==> src/rtl/acl_spi_responder_pkg.sv <==
`timescale 1ns/1ps
// Shared constants, FSM state type and address helpers for the ADXL362-style responder.
package acl_pkg;

   // Read-only identification registers
   localparam logic [7:0] DEVID_AD  = 8'hAD;
   localparam logic [7:0] DEVID_MST = 8'h1D;
   localparam logic [7:0] PARTID    = 8'hF2;

   // SPI command bytes
   localparam logic [7:0] CMD_WRITE = 8'h0A;
   localparam logic [7:0] CMD_READ  = 8'h0B;

   // Register map
   localparam logic [5:0] ADDR_DEVID_AD   = 6'h00;
   localparam logic [5:0] ADDR_DEVID_MST  = 6'h01;
   localparam logic [5:0] ADDR_PARTID     = 6'h02;
   localparam logic [5:0] ADDR_XDATA      = 6'h08;
   localparam logic [5:0] ADDR_YDATA      = 6'h09;
   localparam logic [5:0] ADDR_ZDATA      = 6'h0A;
   localparam logic [5:0] ADDR_SOFT_RESET = 6'h1F;
   localparam logic [5:0] WR_LO           = 6'h1F;
   localparam logic [5:0] WR_HI           = 6'h2E;
   // First address that is actually stored (0x1F is write-only, reads 0x00)
   localparam logic [5:0] RF_LO           = 6'h20;
   localparam int         RF_DEPTH        = 15;

   localparam logic [7:0] SOFT_RESET_KEY  = 8'h52;

   typedef enum logic [2:0] {
      ST_IDLE   = 3'd0,
      ST_CMD    = 3'd1,
      ST_ADDR   = 3'd2,
      ST_WRITE  = 3'd3,
      ST_READ   = 3'd4,
      ST_IGNORE = 3'd5
   } state_e;

   // True for addresses that accept a write (and produce a strobe)
   function automatic logic is_writable(input logic [5:0] a);
      return (a >= WR_LO) && (a <= WR_HI);
   endfunction

   // True for addresses backed by a storage register
   function automatic logic is_stored(input logic [5:0] a);
      return (a >= RF_LO) && (a <= WR_HI);
   endfunction

   // Storage index for an address in RF_LO..WR_HI
   function automatic logic [3:0] rf_idx(input logic [5:0] a);
      return 4'(a - RF_LO);
   endfunction

endpackage

==> src/rtl/acl_spi_responder_if.sv <==
`timescale 1ns/1ps
// Accelerometer SPI bus: the maze master drives clock/data/select, the responder drives MISO.
interface acl_spi_responder_if;
   logic ACL_SCLK;
   logic ACL_MOSI;
   logic ACL_CSN;
   logic ACL_MISO;

   modport master (output ACL_SCLK, output ACL_MOSI, output ACL_CSN, input ACL_MISO);
   modport slave  (input ACL_SCLK, input ACL_MOSI, input ACL_CSN, output ACL_MISO);
endinterface

==> src/rtl/acl_spi_responder_spi_sync_edge.sv <==
`timescale 1ns/1ps
// Two-flop synchronizer with a registered rise/fall detector; pulses appear
// three clk cycles after the asynchronous input changes. All flops reset low so
// a select line that is already low out of reset does not look like a fresh fall.
module spi_sync_edge (
   input  logic clk_i,
   input  logic rst_i,
   input  logic d_i,
   output logic level_o,
   output logic rise_o,
   output logic fall_o
);
   logic sync1_q;
   logic sync2_q;
   logic prev_q;
   logic rise_q;
   logic fall_q;

   // Synchronize the input and register single-cycle edge pulses
   always_ff @(posedge clk_i or posedge rst_i) begin
      if (rst_i) begin
         sync1_q <= 1'b0;
         sync2_q <= 1'b0;
         prev_q  <= 1'b0;
         rise_q  <= 1'b0;
         fall_q  <= 1'b0;
      end else begin
         sync1_q <= d_i;
         sync2_q <= sync1_q;
         prev_q  <= sync2_q;
         rise_q  <= sync2_q & ~prev_q;
         fall_q  <= ~sync2_q & prev_q;
      end
   end

   assign level_o = sync2_q;
   assign rise_o  = rise_q;
   assign fall_o  = fall_q;
endmodule

==> src/rtl/acl_spi_responder.sv <==
`timescale 1ns/1ps
// SPI mode-0 responder emulating the ADXL362 register interface, oversampled on clk108MHz.
module acl_spi_responder
   import acl_pkg::*;
(
   input  logic                clk108MHz,
   input  logic                resetPressed,
   acl_spi_responder_if.slave  spi,
   input  logic [7:0]          xData,
   input  logic [7:0]          yData,
   input  logic [7:0]          zData,
   output logic                regWrStrobe,
   output logic [5:0]          regWrAddr,
   output logic [7:0]          regWrData,
   output logic                xferDone
);
   logic sclk_rise_s, sclk_fall_s, sclk_level_unused_s;
   logic csn_rise_s, csn_fall_s, csn_level_s;
   logic mosi_s1_q, mosi_s2_q;

   state_e      state_q, state_d;
   logic [2:0]  bit_cnt_q, bit_cnt_d;
   logic [7:0]  shift_in_q, shift_in_d;
   logic [7:0]  shift_out_q, shift_out_d;
   logic [5:0]  addr_q, addr_d;
   logic        dir_wr_q, dir_wr_d;
   logic        soft_pend_q, soft_pend_d;
   logic [7:0]  snap_x_q, snap_x_d, snap_y_q, snap_y_d, snap_z_q, snap_z_d;
   logic [7:0]  regs_q [0:RF_DEPTH-1];
   logic [7:0]  regs_d [0:RF_DEPTH-1];
   logic        miso_q, miso_d;
   logic        wr_strobe_q, wr_strobe_d;
   logic [5:0]  wr_addr_q, wr_addr_d;
   logic [7:0]  wr_data_q, wr_data_d;
   logic        xfer_done_q, xfer_done_d;
   logic [7:0]  rx_byte_s;
   logic        byte_done_s;
   logic [7:0]  rd_data_s;

   spi_sync_edge u_sclk (
      .clk_i   (clk108MHz),
      .rst_i   (resetPressed),
      .d_i     (spi.ACL_SCLK),
      .level_o (sclk_level_unused_s),
      .rise_o  (sclk_rise_s),
      .fall_o  (sclk_fall_s)
   );

   spi_sync_edge u_csn (
      .clk_i   (clk108MHz),
      .rst_i   (resetPressed),
      .d_i     (spi.ACL_CSN),
      .level_o (csn_level_s),
      .rise_o  (csn_rise_s),
      .fall_o  (csn_fall_s)
   );

   // MOSI only needs the two-flop synchronizer; it is stable around every SCLK rise
   always_ff @(posedge clk108MHz or posedge resetPressed) begin
      if (resetPressed) begin
         mosi_s1_q <= 1'b0;
         mosi_s2_q <= 1'b0;
      end else begin
         mosi_s1_q <= spi.ACL_MOSI;
         mosi_s2_q <= mosi_s1_q;
      end
   end

   assign rx_byte_s   = {shift_in_q[6:0], mosi_s2_q};
   assign byte_done_s = sclk_rise_s && (bit_cnt_q == 3'd7);

   // Register read mux; unmapped addresses and the write-only soft reset read 0x00
   always_comb begin
      rd_data_s = 8'h00;
      case (addr_q)
         ADDR_DEVID_AD:  rd_data_s = DEVID_AD;
         ADDR_DEVID_MST: rd_data_s = DEVID_MST;
         ADDR_PARTID:    rd_data_s = PARTID;
         ADDR_XDATA:     rd_data_s = snap_x_q;
         ADDR_YDATA:     rd_data_s = snap_y_q;
         ADDR_ZDATA:     rd_data_s = snap_z_q;
         default: begin
            if (is_stored(addr_q)) begin
               rd_data_s = regs_q[rf_idx(addr_q)];
            end else begin
               rd_data_s = 8'h00;
            end
         end
      endcase
   end

   // FSM state register
   always_ff @(posedge clk108MHz or posedge resetPressed) begin
      if (resetPressed) begin
         state_q <= ST_IDLE;
      end else begin
         state_q <= state_d;
      end
   end

   // FSM next state: CSN rise always wins, byte boundaries advance the protocol
   always_comb begin
      state_d = state_q;
      if (state_q == ST_IDLE) begin
         if (csn_fall_s) begin
            state_d = ST_CMD;
         end else begin
            state_d = ST_IDLE;
         end
      end else if (csn_rise_s) begin
         state_d = ST_IDLE;
      end else if (byte_done_s) begin
         case (state_q)
            ST_CMD: begin
               if ((rx_byte_s == CMD_WRITE) || (rx_byte_s == CMD_READ)) begin
                  state_d = ST_ADDR;
               end else begin
                  state_d = ST_IGNORE;
               end
            end
            ST_ADDR: begin
               if (dir_wr_q) begin
                  state_d = ST_WRITE;
               end else begin
                  state_d = ST_READ;
               end
            end
            default: state_d = state_q;
         endcase
      end else begin
         state_d = state_q;
      end
   end

   // Datapath next state: shifting, address tracking, register writes and pulses
   always_comb begin
      bit_cnt_d   = bit_cnt_q;
      shift_in_d  = shift_in_q;
      shift_out_d = shift_out_q;
      addr_d      = addr_q;
      dir_wr_d    = dir_wr_q;
      soft_pend_d = soft_pend_q;
      snap_x_d    = snap_x_q;
      snap_y_d    = snap_y_q;
      snap_z_d    = snap_z_q;
      regs_d      = regs_q;
      wr_strobe_d = 1'b0;
      wr_addr_d   = wr_addr_q;
      wr_data_d   = wr_data_q;
      xfer_done_d = 1'b0;
      if (state_q == ST_IDLE) begin
         if (csn_fall_s) begin
            // Snapshot tilt samples so a multi-byte read is coherent
            bit_cnt_d   = 3'd0;
            shift_out_d = 8'h00;
            soft_pend_d = 1'b0;
            snap_x_d    = xData;
            snap_y_d    = yData;
            snap_z_d    = zData;
         end else begin
            bit_cnt_d = bit_cnt_q;
         end
      end else if (csn_rise_s) begin
         // End of transaction: drop any partial byte, apply a pending soft reset
         xfer_done_d = 1'b1;
         bit_cnt_d   = 3'd0;
         soft_pend_d = 1'b0;
         if (soft_pend_q) begin
            for (int i = 0; i < RF_DEPTH; i++) begin
               regs_d[i] = 8'h00;
            end
         end else begin
            soft_pend_d = 1'b0;
         end
      end else if (sclk_rise_s) begin
         shift_in_d = rx_byte_s;
         bit_cnt_d  = bit_cnt_q + 3'd1;
         if (bit_cnt_q == 3'd7) begin
            case (state_q)
               ST_CMD:  dir_wr_d = (rx_byte_s == CMD_WRITE);
               ST_ADDR: addr_d   = rx_byte_s[5:0];
               ST_WRITE: begin
                  addr_d = addr_q + 6'd1;
                  if (is_writable(addr_q)) begin
                     wr_strobe_d = 1'b1;
                     wr_addr_d   = addr_q;
                     wr_data_d   = rx_byte_s;
                     if (addr_q == ADDR_SOFT_RESET) begin
                        soft_pend_d = soft_pend_q | (rx_byte_s == SOFT_RESET_KEY);
                     end else begin
                        regs_d[rf_idx(addr_q)] = rx_byte_s;
                     end
                  end else begin
                     wr_strobe_d = 1'b0;
                  end
               end
               default: dir_wr_d = dir_wr_q;
            endcase
         end else begin
            dir_wr_d = dir_wr_q;
         end
      end else if (sclk_fall_s && (state_q == ST_READ)) begin
         // First fall of each byte loads the next register, later falls shift
         if (bit_cnt_q == 3'd0) begin
            shift_out_d = rd_data_s;
            addr_d      = addr_q + 6'd1;
         end else begin
            shift_out_d = {shift_out_q[6:0], 1'b0};
         end
      end else begin
         bit_cnt_d = bit_cnt_q;
      end
   end

   // Output decode: MISO only carries data while reading with CSN low
   always_comb begin
      if ((state_d == ST_READ) && !csn_level_s) begin
         miso_d = shift_out_d[7];
      end else begin
         miso_d = 1'b0;
      end
   end

   // Datapath and registered outputs
   always_ff @(posedge clk108MHz or posedge resetPressed) begin
      if (resetPressed) begin
         bit_cnt_q   <= 3'd0;
         shift_in_q  <= 8'h00;
         shift_out_q <= 8'h00;
         addr_q      <= 6'h00;
         dir_wr_q    <= 1'b0;
         soft_pend_q <= 1'b0;
         snap_x_q    <= 8'h00;
         snap_y_q    <= 8'h00;
         snap_z_q    <= 8'h00;
         for (int i = 0; i < RF_DEPTH; i++) begin
            regs_q[i] <= 8'h00;
         end
         miso_q      <= 1'b0;
         wr_strobe_q <= 1'b0;
         wr_addr_q   <= 6'h00;
         wr_data_q   <= 8'h00;
         xfer_done_q <= 1'b0;
      end else begin
         bit_cnt_q   <= bit_cnt_d;
         shift_in_q  <= shift_in_d;
         shift_out_q <= shift_out_d;
         addr_q      <= addr_d;
         dir_wr_q    <= dir_wr_d;
         soft_pend_q <= soft_pend_d;
         snap_x_q    <= snap_x_d;
         snap_y_q    <= snap_y_d;
         snap_z_q    <= snap_z_d;
         for (int i = 0; i < RF_DEPTH; i++) begin
            regs_q[i] <= regs_d[i];
         end
         miso_q      <= miso_d;
         wr_strobe_q <= wr_strobe_d;
         wr_addr_q   <= wr_addr_d;
         wr_data_q   <= wr_data_d;
         xfer_done_q <= xfer_done_d;
      end
   end

   assign spi.ACL_MISO = miso_q;
   assign regWrStrobe  = wr_strobe_q;
   assign regWrAddr    = wr_addr_q;
   assign regWrData    = wr_data_q;
   assign xferDone     = xfer_done_q;
endmodule

==> src/flat_wrapper.sv <==
// flat-port wrapper written by rule: the top's interface ports become plain ports
module acl_spi_responder_flat import acl_pkg::*;
  (clk108MHz, resetPressed, xData, yData, zData, regWrStrobe, regWrAddr, regWrData, xferDone, spi_ACL_SCLK, spi_ACL_MOSI, spi_ACL_CSN, spi_ACL_MISO);
  acl_spi_responder_if spi_i ();
  input  logic clk108MHz;
  input  logic resetPressed;
  input  logic [7:0] xData;
  input  logic [7:0] yData;
  input  logic [7:0] zData;
  output logic regWrStrobe;
  output logic [5:0] regWrAddr;
  output logic [7:0] regWrData;
  output logic xferDone;
  input wire logic [$bits(spi_i.ACL_SCLK)-1:0] spi_ACL_SCLK;
  input wire logic [$bits(spi_i.ACL_MOSI)-1:0] spi_ACL_MOSI;
  input wire logic [$bits(spi_i.ACL_CSN)-1:0] spi_ACL_CSN;
  output wire logic [$bits(spi_i.ACL_MISO)-1:0] spi_ACL_MISO;
  assign spi_i.ACL_SCLK = spi_ACL_SCLK;
  assign spi_i.ACL_MOSI = spi_ACL_MOSI;
  assign spi_i.ACL_CSN = spi_ACL_CSN;
  assign spi_ACL_MISO = spi_i.ACL_MISO;
  acl_spi_responder u_core (.clk108MHz(clk108MHz), .resetPressed(resetPressed), .spi(spi_i), .xData(xData), .yData(yData), .zData(zData), .regWrStrobe(regWrStrobe), .regWrAddr(regWrAddr), .regWrData(regWrData), .xferDone(xferDone));
endmodule
==> config.mk <==
export PLATFORM = sky130hd
export DESIGN_NAME = acl_spi_responder_flat
export DESIGN_NICKNAME = d
export VERILOG_FILES = /design/src/rtl/acl_spi_responder_pkg.sv /design/src/rtl/acl_spi_responder_if.sv /design/src/rtl/acl_spi_responder_spi_sync_edge.sv /design/src/rtl/acl_spi_responder.sv /design/src/flat_wrapper.sv
export SDC_FILE = /design/constraint.sdc
export NUM_CORES = 1
export LEC_CHECK = 0
export ABC_AREA = 1
export CAP_MARGIN = 25
export CORE_MARGIN = 2
export CORE_UTILIZATION = 66
export CTS_BUF_LIST = sky130_fd_sc_hd__clkbuf_8
export CTS_CLUSTER_SIZE = 40
export DETAILED_ROUTE_END_ITERATION = 10
export HOLD_SLACK_MARGIN = 0.05
export PLACE_DENSITY = 0.93
export SKIP_LAST_GASP = 1
export SLEW_MARGIN = 10
export SYNTH_ARGS = -nofsm -noshare
export SYNTH_HDL_FRONTEND = slang
export SYNTH_SLANG_ARGS = --single-unit
==> constraint.sdc <==
create_clock -name clk108MHz -period 17.21 [get_ports clk108MHz]
set_input_delay 3.442 -clock clk108MHz [delete_from_list [all_inputs] [get_ports clk108MHz]]
set_output_delay 3.442 -clock clk108MHz [all_outputs]
set_load 0.01 [all_outputs]
==> impl_metrics.toml, run 1 <==
[cts]
cts_resized = 0
tritoncts = "built"
cts_max_level = 2
cts.reportedPaths.clkPinSlew_ns = 0.05
numClockSinks = 202
cts-root-buf = "clkbuf_8"
ctsHoldBuffers = 0
post_cts_buffers = 0
clk_path_buf_depth = 3
numCtsBuffers = 35
worstSkewPairLatency_ns = 0.53

[synth]
yosysWarnings = 0
async_reset_ff_frac = 1.000
synth_seq_cells = 202
yosysSeqAreaShare = 0.5415
synth-edff-count = 0
yosys.area.top_type = "dfrtp_1"
synth.most_common_cell = "nand2_1"
syn_area_sq_mm = 0.009335
synthTopCellsByArea = "dfrtp_1, nand2_1, o21ai_1"
yosys-top-cells-count = "nand2_1, dfrtp_1, o21ai_1"
syn_inst = 1096
post-synth-top-area-fraction = 0.5415
syn-mean-instance-area_sq_um = 8.518
synth-main-ff-cell = "dfrtp_1"
synthDistinctLibCells = 36
synth_nets = 1132

[drt]
first_iter_violations = 1268
wl_per_cell_microns = 19.18
wl_mm = 25.85
ant_nets = 0
vias_per_cell = 6.322
drcViolationCount = 0
via_count = 8522
firstDrtPassIters = 7

[sta]
rsz0062_at_grt = "false"
whs_ns = 0.3498
hold_viol = 0
slew_headroom = 0.2782
worstMarginPinSlew_ns = 1.083
finalWorstSetupSlack_ns = 12.32
final.setup.tns_ns = 0
slew_viol_final = 0
clock_skew_ns = 0.02006
setup_viol = 0
min_period_ns = 4.892
period_share = 0.2843
fmax_ghz = 0.2044

[worst_setup_path]
path_cells = "clkdlybuf4s50_1"
worstSetupPathType = "flop to output port"
cp-start-kind = "flop"
rr_worst_depth = 11
cp_data_arrival_time_ns = 1.45
end_kind = "output port"
path_buf_inv = 1
cp_top_family = "buffers and inverters"
crit_slowest_cell = "clkdlybuf4s50_1"
required_ns = 13.77
rrSetupSlack_ns = 13.55
r2r_start = "u_core.addr_q[0]"
worstPathMaxFanout = 2
r2r_end = "u_core.shift_out_q[1]"
max_stage_delay_ns = 0.57

[floorplanning]
initial_core_util = 0.6751
core_area_sq_mm = 0.01383
die_w_microns = 122.9
ios = 46
chipHeight_microns = 122.9
die-area_sq_mm = 0.01511
rows = 43

[grt]
grt_overflow_total = 0
antenna_found_initial = 0
grt_max_degree = 118
gr-usage-all-layers = 0.3546
grt_pass1_vias = 8005
grt_pass1_wl_mm = 41.23

[placement]
placed_cells_incl_taps = 1284
place_ws_ns = 11.55
port_buffers = 45
hpwl_mm = 15.51
gp_congestion = 0.9073

[power]
leakagePower_uw = 0.004941
peakVddDrop_mv = 0.06939
powerDensity_mw_per_mm2 = 98.17

[job]
cap_violations = 0

[layout]
stdcell_count = 1348
drive_gt1_frac = 0.08990
multi_input_area_sq_mm = 0.003771
fill_cells = 846
n_antenna_cell = 0
regArea_sq_mm = 0.005055
nNetsFinal = 1180
areaGrowthSynthToFinish_pct = 13.08

[hold_path]
hp-start = "u_core.u_csn.sync1_q"
hold_path_end = "u_core.u_csn.level_o"
hold_class = "flop to flop"
min_path_cells = 0

[run_status]
outcome = "finished, final reports clean"
-- report_power, final --
part | total, uW | switching, uW | leakage, uW | internal, uW
sequential | 522 | 23.4 | 0.00275 | 498
clock | 447 | 196 | 0.000414 | 251
combinational | 68.2 | 46.0 | 0.00177 | 22.2
-- worst register-to-register path: stages, from the launching register on --
cell and delay [ns]:
dfrtp_1 0.36, buf_4 0.28, inv_2 0.78, ha_1 0.43
nand3_1 0.50, nor2_1 0.66, a21oi_1 0.15, nand3_1 0.12
nor2_1 0.05, o21ai_0 0.11, nand2_1 0.07, o21ai_0 0.08
-- final cells by class --
cell class	count	area share
multi-input cells	781	0.3572
flip-flops and latches	202	0.4788
inverters	73	0.02667
repair buffers	51	0.04883
clock buffers	42	0.05476
well taps	180	0.02133
clock inverters	19	0.01233
-- layer usage --
| layer | vias to the layer above | global-route usage | part of all wire |
|---|---|---|---|
| met4 | 0 | 0.1825 | 0.050 |
| met3 | 115 | 0.06411 | 0.11 |
| met1 | 4011 | 0.4899 | 0.38 |
| met5 | - | 0 | 0 |
| met2 | 661 | 0.5439 | 0.46 |
| li1 | 3735 | - | - |
-- flip-flops by register name, indices dropped and copies added (netlist names), 3 cells and up --
name and cells:
u_core.addr_q 6, u_core.bit_cnt_q 3, u_core.regWrAddr 6, u_core.regWrData 8, u_core.regs_q 120, u_core.shift_in_q 7
u_core.shift_out_q 8, u_core.snap_x_q 8, u_core.snap_y_q 8, u_core.snap_z_q 8, u_core.state_q 3
-- metrics by stage --
step / util / power (uW) / cell area, sq um
floorplan: - / 566.6 / 9335
global placement: 0.7092 / 588.1 / 9806
detailed placement: 0.7092 / 593.4 / 9806
CTS: 0.7604 / 1031 / 10510
global route: 0.7635 / 1066 / 10560
finish: 0.7635 / 1036 / 10560
-- worst max path at each step --
stage,slack [ns],depth (start not counted),end,from
finish,12.32,1,regWrAddr[2],u_core.regWrAddr[2]
global route,12.15,4,u_core.regs_q[38],resetPressed
CTS,12.08,3,u_core.regs_q[9],resetPressed
detailed placement,11.55,3,u_core.regs_q[1],resetPressed
global placement,11.56,3,u_core.regs_q[0],resetPressed
floorplan,8.26,1,u_core.addr_q[0],resetPressed
-- cell families after synthesis --
logic type | Yosys count | share of synthesized area
simple gates | 524 | 0.2380
compound gates | 250 | 0.1565
flops | 202 | 0.5415
buf+inv | 113 | 0.05455
fa+ha+maj | 7 | 0.009382
-- placed cells by master, fill, tap and decap left out, drive strengths merged, types with 8 or more instances in the layout --
cell,n
nand3,59
clkbuf,42
o211ai,9
nor2,53
clkdlybuf4s50,45
o221ai,21
inv,83
a21oi,21
dfrtp,202
nand4,8
o21ai,192
nand2,397
No activity file was read; power rests on OpenSTA's default activity.
==> inputs of run 2 (changes only) <==
--- a/config.mk
+++ b/config.mk
@@ -8,12 +8,12 @@
 export ABC_AREA = 1
 export CAP_MARGIN = 25
 export CORE_MARGIN = 2
-export CORE_UTILIZATION = 66
+export CORE_UTILIZATION = 56
 export CTS_BUF_LIST = sky130_fd_sc_hd__clkbuf_8
 export CTS_CLUSTER_SIZE = 40
 export DETAILED_ROUTE_END_ITERATION = 10
 export HOLD_SLACK_MARGIN = 0.05
-export PLACE_DENSITY = 0.93
+export PLACE_DENSITY = 0.85
 export SKIP_LAST_GASP = 1
 export SLEW_MARGIN = 10
 export SYNTH_ARGS = -nofsm -noshare
==> constraint.sdc (replaced) <==
create_clock -name clk108MHz -period 4.45 [get_ports clk108MHz]
set_input_delay 0.89 -clock clk108MHz [delete_from_list [all_inputs] [get_ports clk108MHz]]
set_output_delay 0.89 -clock clk108MHz [all_outputs]
set_load 0.01 [all_outputs]
==> run 2 against run 1 <==
Sequential share of layout area shrank 0.20 points. Via count down 4.4%. First-iteration DRC count down 16%. Hold slack worse by 0.0028 ns. Wire length fell by 3.7%. Global-route usage shrank 6.6 points. Register-to-register slack got worse by 12 ns. Die area is 17% higher. Utilization is 12 points lower. Critical path depth grew 10. Critical path type is now flop to flop. Largest cell class unchanged.
==> impl_metrics.toml, run 2 (synthesis gave the netlist of run 1 again) <==
[run_status]
outcome = "finished, final reports clean"

[worst_setup_path]
path_cells = "inv_2 > buf_4 > ha_1 > nand2_1 > inv_1 > o21ai_2 > nand4_1 > nor2_1 > o21ai_0 > nand2_1 > o21ai_0"
r2r_start = "u_core.addr_q[0]"
worstPathMaxFanout = 27
crit_slowest_cell = "dfrtp_1"
cp_data_arrival_time_ns = 3.46
max_stage_delay_ns = 0.78
r2r_end = "u_core.shift_out_q[3]"
rrSetupSlack_ns = 1.39
cp-startpoint = "u_core.addr_q[0]"
path_buf_inv = 3
worstSetupPathType = "flop to flop"
cp_num_cells = 11
rr_worst_depth = 11
required_ns = 4.85
crit_end = "u_core.shift_out_q[3]"
end_kind = "flop"
cp_top_family = "buffers and inverters"
cp-start-kind = "flop"

[layout]
fill_cells = 1313
regMostFlops = "u_core.regs_q"
fin_util = 0.6438
n_antenna_cell = 0
final_cell_mix = "nand2_1, dfrtp_1, o21ai_1"
nNetsFinal = 1181
final_common_cell = "nand2_1"
drive_gt1_frac = 0.09177
largest_reg_flops = 120
areaGrowthSynthToFinish_pct = 13.55

[drt]
drcViolationCount = 0
firstDrtPassIters = 8
via_count = 8150
wl_per_cell_microns = 17.97
ant_nets = 0
vias_per_cell = 5.880
first_iter_violations = 1069
wl_mm = 24.90

[grt]
antenna_found_initial = 0
grt_pass1_vias = 7837
grt_max_degree = 104
grt_pass1_wl_mm = 40.64
gr-usage-all-layers = 0.2887
grt_overflow_total = 0

[sta]
slew_headroom = 0.2759
finalWorstSetupSlack_ns = 1.390
worstMarginPinSlew_ns = 1.086
whs_ns = 0.3470
final.setup.tns_ns = 0
min_period_ns = 3.060
hold_viol = 0
fmax_ghz = 0.3268
setup_viol = 0
clock_skew_ns = 0.01999
slew_viol_final = 0
rsz0062_at_grt = "false"
period_share = 0.6877

[placement]
place_ws_ns = 1.570
port_buffers = 45
hpwl_mm = 16.17
gp_congestion = 0.9296

[floorplanning]
rows = 47
chipHeight_microns = 133.1
core_area_sq_mm = 0.01647
die-area_sq_mm = 0.01772
initial_core_util = 0.5669
ios = 46
die_w_microns = 133.1

[hold_path]
hold_class = "flop to flop"

[power]
powerDensity_mw_per_mm2 = 374.9
peakVddDrop_mv = 0.3441
leakagePower_uw = 0.004920
power_uw = 3975

[cts]
clk_path_buf_depth = 3
post_cts_buffers = 0
cts_resized = 0
worstSkewPairLatency_ns = 0.53
ctsHoldBuffers = 0
cts.reportedPaths.clkPinSlew_ns = 0.06
cts-root-buf = "clkbuf_8"
numClockSinks = 202
numCtsBuffers = 34
tritoncts = "built"
cts_max_level = 2

[job]
cap_violations = 0
run 2: cell count changes in the layout (fill, tap and decap cells not counted):
cell        delta
clkbuf_8       +3
inv_8          -1
buf_8          -1
clkinv_2       -2
bufinv_16      -1
clkinvlp_4     +1
buf_6          +1
inv_1          -4
buf_4          +2
run 2: how the worst min path moves through the flow:
stage,start,end,slack (ns),cells after the start
6_report,u_core.mosi_s1_q,u_core.mosi_s2_q,0.35,0
5_1_grt,u_core.mosi_s1_q,u_core.mosi_s2_q,0.36,0
4_1_cts,u_core.u_csn.sync1_q,u_core.u_csn.level_o,0.35,0
3_5_place_dp,u_core.mosi_s1_q,u_core.mosi_s2_q,0.34,0
3_3_place_gp,u_core.u_csn.sync1_q,u_core.u_csn.level_o,0.33,0
2_1_floorplan,u_core.mosi_s1_q,u_core.mosi_s2_q,0.33,0
run 2: routing by layer:
layer  track usage  part of all wire  vias to the layer above
met1        0.4009              0.41                     3880
li1              -                 -                     3723
met3       0.05974             0.094                       88
met5             0                 0                        -
met4        0.1401             0.044                        0
met2        0.4393              0.45                      459
run 2: through the flow:
step / instances / instance area (sq um)
2_1_floorplan: 1096 / 9339
3_3_place_gp: 1328 / 9894
3_5_place_dp: 1329 / 9906
4_1_cts: 1386 / 10600
5_1_grt: 1386 / 10600
6_report: 1386 / 10600
run 2: report_power, final:
part / leakage, uW / switching (uW) / internal, uW / total [uW]
Clock: 0.000392 / 740 / 956 / 1700
Sequential: 0.00275 / 94.4 / 1930 / 2020
Combinational: 0.00177 / 172 / 85.5 / 257
Total: 0.00492 / 1010 / 2970 / 3970
run 2: layout make-up:
| type | instances | area (sq um) | share of cell area |
|---|---|---|---|
| clock buffer | 45 | 619.3 | 0.05843 |
| multi-input combinational | 781 | 3771 | 0.3558 |
| inverter | 73 | 277.8 | 0.02620 |
| tap | 220 | 275.3 | 0.02597 |
| clock inverter | 12 | 75.07 | 0.007082 |
| timing repair buffer | 53 | 526.8 | 0.04969 |
| sequential | 202 | 5055 | 0.4769 |
==> inputs of run 3 (changes only) <==
--- a/config.mk
+++ b/config.mk
@@ -8,12 +8,12 @@
 export ABC_AREA = 1
 export CAP_MARGIN = 25
 export CORE_MARGIN = 2
-export CORE_UTILIZATION = 56
+export CORE_UTILIZATION = 62
 export CTS_BUF_LIST = sky130_fd_sc_hd__clkbuf_8
 export CTS_CLUSTER_SIZE = 40
 export DETAILED_ROUTE_END_ITERATION = 10
 export HOLD_SLACK_MARGIN = 0.05
-export PLACE_DENSITY = 0.85
+export PLACE_DENSITY = 0.89
 export SKIP_LAST_GASP = 1
 export SLEW_MARGIN = 10
 export SYNTH_ARGS = -nofsm -noshare
==> constraint.sdc (replaced) <==
create_clock -name clk108MHz -period 3 [get_ports clk108MHz]
set_input_delay 0.6 -clock clk108MHz [delete_from_list [all_inputs] [get_ports clk108MHz]]
set_output_delay 0.6 -clock clk108MHz [all_outputs]
set_load 0.01 [all_outputs]
==> run 3 against run 2 <==
Maximum frequency increased by 15%. First-iteration DRC count increased by 10%. Sequential share of layout area increased by 0.14 points. Critical path type unchanged. Critical endpoint is now u_core.shift_out_q[6]. Cell count decreased by 2.2%.
==> impl_metrics.toml, run 3 (synthesis gave the netlist of run 1 again) <==
[run_status]
outcome = "finished, final reports clean"

[worst_setup_path]
end_kind = "flop"
cp_data_arrival_time_ns = 3.11
worstSetupPathType = "flop to flop"
cp-start-kind = "flop"
cp-startpoint = "u_core.addr_q[1]"
required_ns = 3.45
crit_top_cell = "nand2_1"
crit_slowest_cell = "dfrtp_1"
r2r_start = "u_core.addr_q[1]"
rrSetupSlack_ns = 0.34
rr_worst_depth = 12
max_stage_delay_ns = 0.59
r2r_end = "u_core.shift_out_q[6]"
worstPathMaxFanout = 21
path_cells = "inv_2 > ha_1 > inv_1 > nor2_1 > nand2_1 > inv_1 > nand2_1 > nand3_1 > nor2_1 > o21ai_0 > nand2_1 > o21ai_0"

[drt]
drcViolationCount = 0
via_count = 8215
wl_met1_mm = 10.13
wl_met3_mm = 2.004
wl_mm = 24.70
wl_per_cell_microns = 18.21
ant_nets = 0
routed-wl-met2_mm = 11.60
top_layer_used = "met4"
vias_per_cell = 6.058
first_iter_violations = 1177
firstDrtPassIters = 5

[job]
cap_violations = 0

[layout]
regMostFlops = "u_core.regs_q"
stdcell_count = 1356
drive_gt1_frac = 0.09471
nNetsFinal = 1188
fill_cells = 1032
areaGrowthSynthToFinish_pct = 13.23
fin_area_sq_mm = 0.01057
largest_reg_flops = 120
n_antenna_cell = 0
final_cell_mix = "nand2_1, dfrtp_1, o21ai_1"
fin_util = 0.7218
final_common_cell = "nand2_1"

[sta]
setup_viol = 0
clock_skew_ns = 0.03141
worstMarginPinSlew_ns = 0.6383
rsz0062_at_grt = "false"
min_period_ns = 2.658
slew_viol_final = 0
slew_headroom = 0.5719
hold_viol = 0
fmax_ghz = 0.3762
finalWorstSetupSlack_ns = 0.3419
period_share = 0.8860

[grt]
antenna_found_initial = 0
grt_overflow_total = 0
grt_pass1_vias = 7941
grt_max_degree = 89
grt_pass1_wl_mm = 40.26
gr-usage-all-layers = 0.3172

[cts]
cts_resized = 0
numClockSinks = 202
worstSkewPairLatency_ns = 0.55
post_cts_buffers = 0
ctsHoldBuffers = 0
cts_max_level = 2
cts.reportedPaths.clkPinSlew_ns = 0.06
cts-root-buf = "clkbuf_8"
clk_path_buf_depth = 3
numCtsBuffers = 34
tritoncts = "built"

[placement]
hpwl_mm = 16.24
port_buffers = 45
placed_cells_incl_taps = 1300
gp_congestion = 0.9716
place_area_sq_mm = 0.009935
place_ws_ns = 0.4497

[power]
powerDensity_mw_per_mm2 = 540.2
peakVddDrop_mv = 0.4096
leakagePower_uw = 0.004928

[floorplanning]
die_w_microns = 126.7
core_area_sq_mm = 0.01464
ios = 46
die-area_sq_mm = 0.01605
chipHeight_microns = 126.7
initial_core_util = 0.6375
rows = 44

[hold_path]
hold_class = "input port to asynchronous set/reset pin"
[run 3: changes by cell type in the layout (fill, tap and decap cells not counted), sizes merged]
cell	change
inv	+3
clkbuf	-4
buf	+7
clkinvlp	+2
clkinv	-1
bufinv	-1
[run 3: report_power, final]
part / leakage [uW] / internal (uW) / total, uW / switching (uW)
Combinational: 0.00181 / 132 / 397 / 265
Clock: 0.000361 / 1230 / 2330 / 1090
Sequential: 0.00275 / 2860 / 2990 / 128
[run 3: worst max path at each step]
| stage | to | slack (ns) | cells past startpoint |
|---|---|---|---|
| floorplan | u_core.addr_q[0] | -0.22 | 1 |
| global placement | u_core.shift_out_q[6] | 0.52 | 12 |
| detailed placement | u_core.shift_out_q[6] | 0.45 | 12 |
| CTS | u_core.shift_out_q[6] | 0.44 | 12 |
| global route | u_core.shift_out_q[6] | 0.22 | 12 |
| finish | u_core.shift_out_q[6] | 0.34 | 12 |
[run 3: final cells by class]
class                   instances  area [sq um]  area share
multi-input cells             781          3771      0.3568
well taps                     184         230.2     0.02178
clock inverters                15         71.32    0.006747
flip-flops and latches        202          5055      0.4782
repair buffers                 60         600.6     0.05682
clock buffers                  41         564.3     0.05339
inverters                      73         277.8     0.02628
[run 3: routing by layer]
metal,up-vias,track usage
met5,-,0
met4,0,0.1564
met3,86,0.05652
met2,451,0.4890
met1,3936,0.4409
li1,3742,-
[run 3: stage by stage]
stage	hold WS, ns	total power [uW]	setup TNS, ns
6_report	0.3378	5710	0
2_1_floorplan	0.3312	3251	-43.69
5_1_grt	0.3419	5914	0
4_1_cts	0.3244	5720	0
3_3_place_gp	0.3331	3400	0
3_5_place_dp	0.3355	3417	0
[run 3: critical path: cells and delay by family, from the launching register on]
kind | cells | cell delay [ns]
adder cells (fa/ha/maj) | 1 | 0.33
AO/OA/AOI/OAI | 2 | 0.24
buffers and inverters | 3 | 0.74
AND/OR/NAND/NOR | 6 | 0.68
flip-flops | 1 | 0.59
==> RTL change 1 (settings of run 2) <==
Change the package constant `RF_DEPTH` from 15 to 14.
--- a/src/rtl/acl_spi_responder_pkg.sv
+++ b/src/rtl/acl_spi_responder_pkg.sv
@@ -23,7 +23,7 @@
    localparam logic [5:0] WR_HI           = 6'h2E;
    // First address that is actually stored (0x1F is write-only, reads 0x00)
    localparam logic [5:0] RF_LO           = 6'h20;
-   localparam int         RF_DEPTH        = 15;
+   localparam int         RF_DEPTH        = 14;
 
    localparam logic [7:0] SOFT_RESET_KEY  = 8'h52;
 
Formal check against the unedited RTL: no difference found for any inputs over 4 cycles, from zero or initial values and one cycle with resetPressed high; that may be too few to reach the edited logic, so the function may still have changed.
==> RTL change 1 against run 2 <==
- sequential power fell by 4%
- global-route usage fell by 0.12 points
- sequential cell count fell by 8
- worst setup slack got worse by 0.18 ns
- first-iteration DRC count fell by 4.5%
- power fell by 14%
- cell area fell by 5.7%
- hold slack improved by 0.0096 ns
- utilization fell by 0.96 points
- synthesized area fell by 3.7%
- wire length fell by 8.5%
- critical path type unchanged
- critical endpoint unchanged
- highest routed layer unchanged
==> RTL change 1: results (changes against run 2) <==
- Status: finished, final reports clean (unchanged)
- Post-Place Cells: 1319 (was 1329)
- Delay of the slowest cell on the worst path: 0.72 ns (was 0.78 ns)
- Max reg flops: 112 (was 120)
- Drt initial violations: 1021 (was 1069)
- Synth area leaders: dfrtp_1 54%, nand2_1 12%, o21ai_0 7.2% (was dfrtp_1 54%, nand2_1 15%, o21ai_1 4.8%)
- FILL cells: 1323 (was 1313)
- Switch share: 26.1% (was 25.3%)
- Hold Crit Start: u_core.u_sclk.sync1_q$_DFF_PP0_ (was u_core.mosi_s1_q$_DFF_PP0_)
- Clk pin slew, worst setup/hold paths: 0.10 ns (was 0.06 ns)
- GRT Total Usage: 28.7% (was 28.9%)
- P_leak: 4.78 nW (was 4.92 nW)
- Syn Inst Count: 1091 (was 1096)
- Global placer's final weighted congestion: 0.995 (was 0.930)
- Initial antenna violation count: 1 (was 0)
- Number of buffers created by CTS: 17 (was 34)
- Placed Area: 9580 um2 (was 9910 um2)
- Post-synthesis compound-gate area fraction: 17.6% (was 15.7%)
- First-pass DRT Iterations: 5 (was 8)
- Met1 WL: 9.55 mm (was 10.1 mm)
- Vias/cell: 5.79 (was 5.88)
- Register area: 4850 um2 (was 5050 um2)
- Slew headroom: 33.5% (was 27.6%)
- CTS Buffer Depth: 2 (was 3)
- PnR worst setup slack: 1.21 ns (was 1.39 ns)
- Met1 GRT Util: 39.8% (was 40.1%)
- CP top delay family: simple AND/OR/NAND/NOR gates (was buffers and inverters)
- Final net count: 1158 (was 1181)
- H-tree depth: 4 (was 2)
- Largest net degree at the start of global routing: 93 (was 104)
- Sequential-to-total area share from yosys stat: 54.0% (was 54.1%)
- Final hold slack: 0.357 ns (was 0.347 ns)
- Share of cells above drive strength 1: 6.08% (was 9.18%)
- Worst Path Arrival: 3.65 ns (was 3.46 ns)
- GR Util met3: 7.04% (was 5.97%)
- Peak VDD IR: 0.000355 V (was 0.000344 V)
- Met3 wire len: 1.97 mm (was 2.33 mm)
- Routed wl met2: 10.6 mm (was 11.3 mm)
- Clock latency on the worst-skew pair: 0.47 ns (was 0.53 ns)
- Distinct cells, synth: 30 (was 36)
- Met2 Use GR: 44.2% (was 43.9%)
- Pre-CTS WS: 1.32 ns (was 1.57 ns)
- Vias in the first global route: 7384 (was 7837)
- Reg2reg setup slack: 1.21 ns (was 1.39 ns)
- Final non-filler cell total: 1352 (was 1386)
RTL change 1: cell types whose count changed after synthesis, moves of 8 or more:
cell	change
nand2_1	-94
a21oi_1	+58
inv_1	+51
o21ai_1	-51
o21ai_0	+48
o22ai_1	+47
nand3_1	-32
nor2_1	+24
o221ai_1	-21
o21ai_2	-19
clkbuf_1	+10
buf_2	-9
dfrtp_1	-8
RTL change 1: cell type report:
| type | count | area share, % |
|---|---|---|
| Antenna cell | 1 | 0.0250 |
| Clock buffer | 19 | 2.61 |
| Clock inverter | 13 | 1.58 |
| Inverter | 125 | 4.74 |
| Multi-Input combinational cell | 730 | 34.4 |
| Sequential cell | 194 | 48.5 |
| Tap cell | 216 | 2.70 |
| Timing Repair Buffer | 54 | 5.40 |
RTL change 1: power by group through the flow:
stage	sequential, mW	clock (mW)	combinational (mW)
floorplan	1.94	0	0.181
global placement	1.97	0	0.255
detailed placement	1.97	0	0.267
CTS	1.94	1.22	0.268
global route	1.95	1.29	0.309
finish	1.94	1.22	0.265
==> RTL change 2 (flow settings as in run 2) <==
Made on the original files. Reset style: synchronous (`resetPressed` and `rst_i`), changed in 4 clocked blocks. Comments in the files are not updated.
--- a/src/rtl/acl_spi_responder_spi_sync_edge.sv
+++ b/src/rtl/acl_spi_responder_spi_sync_edge.sv
@@ -17,7 +17,7 @@
    logic fall_q;
 
    // Synchronize the input and register single-cycle edge pulses
-   always_ff @(posedge clk_i or posedge rst_i) begin
+   always_ff @(posedge clk_i) begin
       if (rst_i) begin
          sync1_q <= 1'b0;
          sync2_q <= 1'b0;
--- a/src/rtl/acl_spi_responder.sv
+++ b/src/rtl/acl_spi_responder.sv
@@ -56,7 +56,7 @@
    );
 
    // MOSI only needs the two-flop synchronizer; it is stable around every SCLK rise
-   always_ff @(posedge clk108MHz or posedge resetPressed) begin
+   always_ff @(posedge clk108MHz) begin
       if (resetPressed) begin
          mosi_s1_q <= 1'b0;
          mosi_s2_q <= 1'b0;
@@ -90,7 +90,7 @@
    end
 
    // FSM state register
-   always_ff @(posedge clk108MHz or posedge resetPressed) begin
+   always_ff @(posedge clk108MHz) begin
       if (resetPressed) begin
          state_q <= ST_IDLE;
       end else begin
@@ -222,7 +222,7 @@
    end
 
    // Datapath and registered outputs
-   always_ff @(posedge clk108MHz or posedge resetPressed) begin
+   always_ff @(posedge clk108MHz) begin
       if (resetPressed) begin
          bit_cnt_q   <= 3'd0;
          shift_in_q  <= 8'h00;
Behaviour: same outputs for any inputs over 4 cycles, from zero or initial values and one cycle with resetPressed high; that may be too few to reach the edited logic, so the function may still have changed.
==> RTL change 2 against run 2 <==
- wire length up 1.2%
- sequential cell count unchanged
- die area down 0.23%
- cell area down 0.87%
- worst setup slack better by 0.064 ns
- first-iteration DRC count unchanged
- global-route usage down 0.34 points
- synthesized area down 0.24%
- maximum frequency up 2.1%
- critical path type unchanged
- highest routed layer unchanged
Power is not compared: it rests on default switching activity, and its combinational part moved more than twofold at a synthesized area within 25%.
==> RTL change 2: results (changes against run 2) <==
- Non-clock buffer total of the final layout: 54 (was 53)
- Post-Place Cells: 1531 (was 1329)
- Clock network power: 1.65 mW
- Synth async-reset ratio: 0% (was 100%)
- Global placer's final weighted congestion: 0.969 (was 0.930)
- Largest net degree at the start of global routing: 102 (was 104)
- Pre-CTS WS: 1.60 ns (was 1.57 ns)
- Slew at the pin closest to its max-slew limit: 0.990 ns (was 1.09 ns)
- Post-synth top flop: dfxtp_1 (was dfrtp_1)
- First-pass DRT Iterations: 5 (was 8)
- Buffer share of cell area: 5.17% (was 4.97%)
- Register area: 4050 um2 (was 5050 um2)
- Routed wl met2: 11.7 mm (was 11.3 mm)
- Footprint of the multi-input gates: 4660 um2 (was 3770 um2)
- Delay of the slowest cell on the worst path: 0.73 ns (was 0.78 ns)
- Multi-input combinational area share: 44.4% (was 35.6%)
- ClkCell Share: 6.47% (was 6.55%)
- GR Util met3: 5.79% (was 5.97%)
- Die Area: 17700 um2 (about the same)
- Setup Skew: 0.0220 ns (was 0.0200 ns)
- Pwr/cell area: 339 nW/um2
- First-pass GRT wire length: 41.2 mm (was 40.6 mm)
- Inverters: 77 (was 73)
- Synth area leaders: dfxtp_1 43%, nand2_1 19%, a21oi_1 10% (was dfrtp_1 54%, nand2_1 15%, o21ai_1 4.8%)
- HPWL Detailed: 16.0 mm (was 16.2 mm)
- Placed Area: 9800 um2 (was 9910 um2)
- Share of cells above drive strength 1: 10.0% (was 9.18%)
- Final net count: 1384 (was 1181)
- Vias in the first global route: 8284 (was 7837)
- Final non-filler cell total: 1590 (was 1386)
- Number of buffers created by CTS: 34 (unchanged)
- Met2 Use GR: 45.2% (was 43.9%)
- Multi-In Gates: 979 (was 781)
- Met3 wire len: 2.06 mm (was 2.33 mm)
- Clock buffers: 43 (was 45)
- Met1 GRT Util: 38.2% (was 40.1%)
- Post-synth top cells: 476 x nand2_1, 202 x dfxtp_1, 193 x a21oi_1 (was 384 x nand2_1, 202 x dfrtp_1, 89 x o21ai_1)
- FILL cells: 1394 (was 1313)
- Vias/cell: 5.63 (was 5.88)
- CP top delay family: simple AND/OR/NAND/NOR gates (was buffers and inverters)
- Crit path max fanout: 33 (was 27)
- GRT Total Usage: 28.5% (was 28.9%)
- Worst Path Arrival: 3.44 ns (was 3.46 ns)
- Status: finished, final reports clean (unchanged)
- Met1 WL: 10.6 mm (was 10.1 mm)
- Wire per inst: 15.9 um (was 18.0 um)
- Max-area cell class: multi-input combinational cells (was registers)
- Sequential-to-total area share from yosys stat: 43.4% (was 54.1%)
- Crit path from: u_core.addr_q[0]$_SDFFE_PP0P_ (was u_core.addr_q[0]$_DFFE_PP0P_)
==> RTL change 2: worst paths after layout <==
path / slack (ns) / end / depth (start not counted)
setup / recovery: 1.45 / u_core.shift_out_q[0]$_SDFFE_PP0P_ / 12
setup reg to reg: 1.45 / u_core.shift_out_q[0]$_SDFFE_PP0P_ / 12
hold reg to reg: 0.40 / u_core.mosi_s2_q$_SDFF_PP0_ / 2
hold / removal: 0.40 / u_core.mosi_s2_q$_SDFF_PP0_ / 2
==> RTL change 2: kinds of logic (layout without fill, tap and decap cells) <==
| group | Yosys count | after routing | synth area share, % |
|---|---|---|---|
| AO/OA/AOI/OAI | 278 | 278 | 17.2 |
| XOR/XNOR | 1 | 1 | 0.0941 |
| adder cells (fa/ha/maj) | 7 | 7 | 0.940 |
| buffers and inverters | 143 | 189 | 6.49 |
| flip-flops | 202 | 202 | 43.4 |
| AND/OR/NAND/NOR | 693 | 693 | 31.9 |
